$ cat config.mk
export PLATFORM = sky130hd
export DESIGN_NAME = pc_fetch_unit
export DESIGN_NICKNAME = d
export VERILOG_FILES = /design/src/rtl/pc_fetch_unit.sv
export SDC_FILE = /design/constraint.sdc
export NUM_CORES = 1
export LEC_CHECK = 0
export BUFFER_PORTS_ARGS = -buffer_cell sky130_fd_sc_hd__buf_2
export CAP_MARGIN = 20
export CORE_ASPECT_RATIO = 0.7
export CORE_MARGIN = 4
export CORE_UTILIZATION = 31
export CTS_CLUSTER_SIZE = 10
export DETAILED_ROUTE_END_ITERATION = 8
export PLACE_DENSITY = 0.59
export SYNTH_ARGS = -nofsm -noshare
export SYNTH_HDL_FRONTEND = slang
export SYNTH_SLANG_ARGS = --single-unit
$ cat constraint.sdc
create_clock -name clk -period 4.05 [get_ports clk]
set_clock_uncertainty 0.15 [all_clocks]
set_input_delay 0.2025 -clock clk [delete_from_list [all_inputs] [get_ports clk]]
set_output_delay 0.2025 -clock clk [all_outputs]
set_load 0.005 [all_outputs]
$ cat src/rtl/pc_fetch_unit.sv
// Program counter and instruction-fetch front end: keeps at most one imem request in
// flight, drops the response of a request overtaken by a redirect, and buffers one instruction.
module pc_fetch_unit #(
   parameter logic [31:0] RESET_PC  = 32'h0000_0000,
   parameter logic [31:0] INSTR_NOP = 32'h0000_0013
) (
   input  logic        clk,
   input  logic        rst,
   input  logic        take_branch,
   input  logic [31:0] branch_target_NextPC,
   output logic        imem_req_valid,
   input  logic        imem_req_ready,
   output logic [31:0] imem_addr,
   input  logic        imem_rsp_valid,
   input  logic [31:0] imem_rsp_data,
   output logic        if_valid,
   input  logic        if_ready,
   output logic [31:0] if_pc,
   output logic [31:0] if_instr
);

   // Handshakes: a transfer happens on a rising edge where valid && ready. A producer
   // that has raised valid keeps its payload stable until that transfer happens.
   // imem responses carry no ready; they are taken whenever a request is outstanding.

   logic [31:0] pc_q;
   logic [31:0] req_pc;
   logic        outstanding;
   logic        drop;
   logic        buf_valid;
   logic [31:0] buf_pc;
   logic [31:0] buf_instr;

   logic req_fire;
   logic rsp_fire;
   logic buf_take;

   // A new request needs a free buffer slot by the time its response can return.
   assign imem_req_valid = !outstanding && (!buf_valid || if_ready) && !take_branch && !rst;
   assign imem_addr      = pc_q;

   assign req_fire = imem_req_valid && imem_req_ready;
   assign rsp_fire = imem_rsp_valid && outstanding;
   assign buf_take = buf_valid && if_ready;

   assign if_valid = buf_valid;
   assign if_pc    = buf_pc;
   assign if_instr = buf_valid ? buf_instr : INSTR_NOP;

   always_ff @(posedge clk or posedge rst) begin
      if (rst) begin
         pc_q        <= RESET_PC;
         req_pc      <= RESET_PC;
         outstanding <= 1'b0;
         drop        <= 1'b0;
         buf_valid   <= 1'b0;
         buf_pc      <= 32'h0;
         buf_instr   <= INSTR_NOP;
      end else if (take_branch) begin
         pc_q      <= branch_target_NextPC;
         buf_valid <= 1'b0;
         // A response landing in the redirect cycle is the only stale one, so it is
         // swallowed here and nothing is left to drop; otherwise mark the pending one.
         if (rsp_fire) begin
            outstanding <= 1'b0;
            drop        <= 1'b0;
         end else if (outstanding) begin
            drop <= 1'b1;
         end
      end else begin
         if (req_fire) begin
            outstanding <= 1'b1;
            req_pc      <= pc_q;
            pc_q        <= pc_q + 32'd4;
         end

         if (rsp_fire) begin
            outstanding <= 1'b0;
            drop        <= 1'b0;
         end

         if (rsp_fire && !drop) begin
            buf_valid <= 1'b1;
            buf_pc    <= req_pc;
            buf_instr <= imem_rsp_data;
         end else if (buf_take) begin
            buf_valid <= 1'b0;
         end
      end
   end

endmodule

==> flow_metrics.py <==
metrics = {
    "floorplanning": {
        "initial_core_util_pct": 31.9,
        "dieArea_mm2": 0.0211,
        "core_area_mm2": 0.0182,
        "fp.dieW_um": 172,
        "io_pins": 168,
        "num_rows": 41,
        "die_y_um": 123,
    },
    "sta": {
        "setup_ws_ps": 1600,
        "max-slew-margin-rel_pct": 39.7,
        "finalHoldViolCount": 0,
        "period_minus_slack_ps": 2450,
        "slew_viol_final": 0,
        "setup_viol": 0,
        "fin_crit_sh_pct": 60.6,
        "setup_tns_ps": 0,
        "max_freq_mhz": 408,
        "rsz0062_at_grt": "false",
        "worst_pin_slew_ps": 901,
    },
    "synthesis": {
        "async_flop_share_pct": 100,
        "synth_edf_count": 0,
        "yosys.area.top_type_share_pct": 55.1,
        "synth_area_leaders": "dfrtp_1 55%, mux2_2 13%, nand2_1 8.2%",
        "syn_avg_cell_area_um2": 10.9,
        "yosys_warnings": 0,
        "ys_seq_area_share_pct": 56.4,
        "synth_area_mm2": 0.00582,
        "ys.flop_type": "dfrtp_1",
        "synth.distinct_cells": 39,
        "ys_ff_latch": 131,
        "yosysTopAreaCell": "dfrtp_1",
        "synth_cells": 535,
        "syn_nets": 606,
    },
    "cts": {
        "clk_latency_ps": 410,
        "cts_tree": "done",
        "cts.clk_slew.worst_paths_ps": 60,
        "h-tree-depth": 4,
        "cts_buffer_depth": 2,
        "cts_root_buf": "clkbuf_16",
        "cts_hold_buf": 66,
        "numCtsBuffers": 17,
        "cts.sink_count": 131,
        "post_cts_buffers": 0,
        "postCtsResizedCells": 0,
    },
    "route": {
        "dr.pass1.iters": 5,
        "wl_mm": 16.4,
        "wl_per_cell_um": 16.2,
        "vias": 4790,
        "ant_nets": 0,
        "drtIter0Drc": 298,
        "drcViolationCount": 0,
        "viasPerCell": 4.73,
    },
    "power": {
        "power_mw": 4.25,
        "ir_drop_mv": 0.263,
        "power_density_mw_per_mm2": 523,
        "cellLeakagePower_nw": 3.95,
    },
    "critical_path": {
        "crit_required_ps": 4160,
        "startpoint_type": "input port",
        "arrival_ps": 2560,
        "critPathMaxStageDelay_ps": 570,
        "crit_chain": "dlygate4sd3_1, buf_2, nor4b_2, and2_2, nor2_1, o21ai_0, o311ai_0",
        "crit_path_end_kind": "register",
        "path_class": "input port to register",
        "critPathLaunch": "rst",
        "critPathMaxFanout": 27,
        "rr_startpoint": "outstanding",
        "cpMaxStageDelayCell": "and2_2",
    },
    "place": {
        "place_ws_ps": 1620,
        "port_buffers": 167,
        "gp_congestion": 0.788,
        "place_area_mm2": 0.00689,
        "dp_hpwl_mm": 10.9,
    },
    "global_route": {
        "grt_use_met1_pct": 21.9,
        "globalRouteMet3Util_pct": 4.54,
        "grt_pass1_wl_mm": 26.1,
        "grt_pass1_vias": 4945,
        "grt_max_degree": 92,
        "grtUsageTotal_pct": 16.0,
        "grt-busiest-layer": "met2",
        "antenna_found_initial": 0,
        "gr-usage-met2_pct": 25.0,
        "gr-total-overflow": 0,
    },
    "worst_hold_path": {
        "worstHoldStart": "if_ready",
        "hold_class": "input port to register",
    },
    "cells_and_area": {
        "drive_above_1_share_pct": 36.9,
        "post-route-cell-area_mm2": 0.00814,
        "antenna_cells": 0,
        "areaGrowthSynthToFinish_pct": 39.9,
        "final_cell_mix": "167 x buf_2, 128 x dfrtp_1, 126 x nand2_1",
        "postLayoutCoreUtil_pct": 44.7,
        "final_common_cell": "buf_2",
        "nNetsFinal": 836,
    },
    "run_status": {
        "status": "completed",
    },
    "job": {
        "cap_violations": 0,
    },
}
==> registers in the layout, summed over array words and instances, names as in the netlist <==
| register | count |
|---|---|
| if_valid | 1 |
| outstanding | 1 |
| req_pc | 32 |
| buf_instr | 32 |
| drop | 1 |
| imem_addr | 32 |
| if_pc | 32 |
==> synthesized netlist by cell type, types with 2 or more instances <==
cell type	n
nor2_1	11
inv_1	6
nor4_4	2
nand2_1	127
dfstp_2	3
a21oi_1	5
nor3_1	8
o21ai_0	25
a31oi_1	3
nand2b_1	4
nor4_1	3
xor2_1	6
a31o_2	3
buf_1	3
nand3_1	17
and2_1	35
and4_1	3
or4_1	2
a22oi_1	6
mux2_2	66
o211ai_1	6
o311ai_0	3
clkbuf_1	15
dfrtp_1	128
o21bai_1	2
and3_1	2
buf_2	11
xnor2_1	10
nand4_1	10
==> report_power, final <==
| part | internal [mW] | switching, mW | leakage [nW] |
|---|---|---|---|
| Sequential | 1.70 | 0.227 | 1.64 |
| Combinational | 0.457 | 0.328 | 2.02 |
| Clock | 0.989 | 0.553 | 0.288 |
| Total | 3.14 | 1.11 | 3.95 |
==> kinds of logic after synthesis <==
family | count (synthesis) | share of synthesized area, %
DFF | 131 | 56.4
and+or+nand+nor | 228 | 19.3
buffers and inverters | 36 | 2.69
adders and majority gates | 1 | 0.215
xor gates and xnor gates | 16 | 2.41
muxes | 66 | 12.8
AOI/OAI and AO/OA | 57 | 6.17
==> routing by layer <==
metal | up-vias | wire [um]
li1 | 2296 | -
met1 | 2315 | 7730
met2 | 163 | 7280
met3 | 16 | 1190
met4 | 0 | 164
met5 | - | 0
==> metrics by stage <==
stage | instances | hold WS, ps
5_1_grt | 1012 | 98.8
4_1_cts | 1012 | 28.6
2_1_floorplan | 535 | 142
3_5_place_dp | 916 | 275
3_3_place_gp | 916 | 266
6_report | 1012 | 39.7
==> critical path, delay by kind of cell <==
kind                   cells  cell delay [ps]
AOI/OAI and AO/OA          2              370
buffers and inverters      2              700
and+or+nand+nor            3             1280
==> layout make-up <==
class	instances	area (um^2)
Clock buffer	20	457
Clock inverter	10	134
Inverter	6	27.5
Fill cell	1721	10100
Tap cell	236	295
Multi-Input combinational cell	368	2390
Timing Repair Buffer	241	1560
Sequential cell	131	3280
==> path summary, 6_finish.rpt <==
check                      slack [ps]  cells after the start             to
max                              1600                      7  imem_addr[11]
min                                40                      3       if_valid
max reg2reg                      1600                      5  imem_addr[11]
min reg2reg                       320                      2     req_pc[17]
max in group asynchronous        2300                      4   imem_addr[1]
min in group asynchronous         390                      3    outstanding
(Power assumes the default switching activity.)
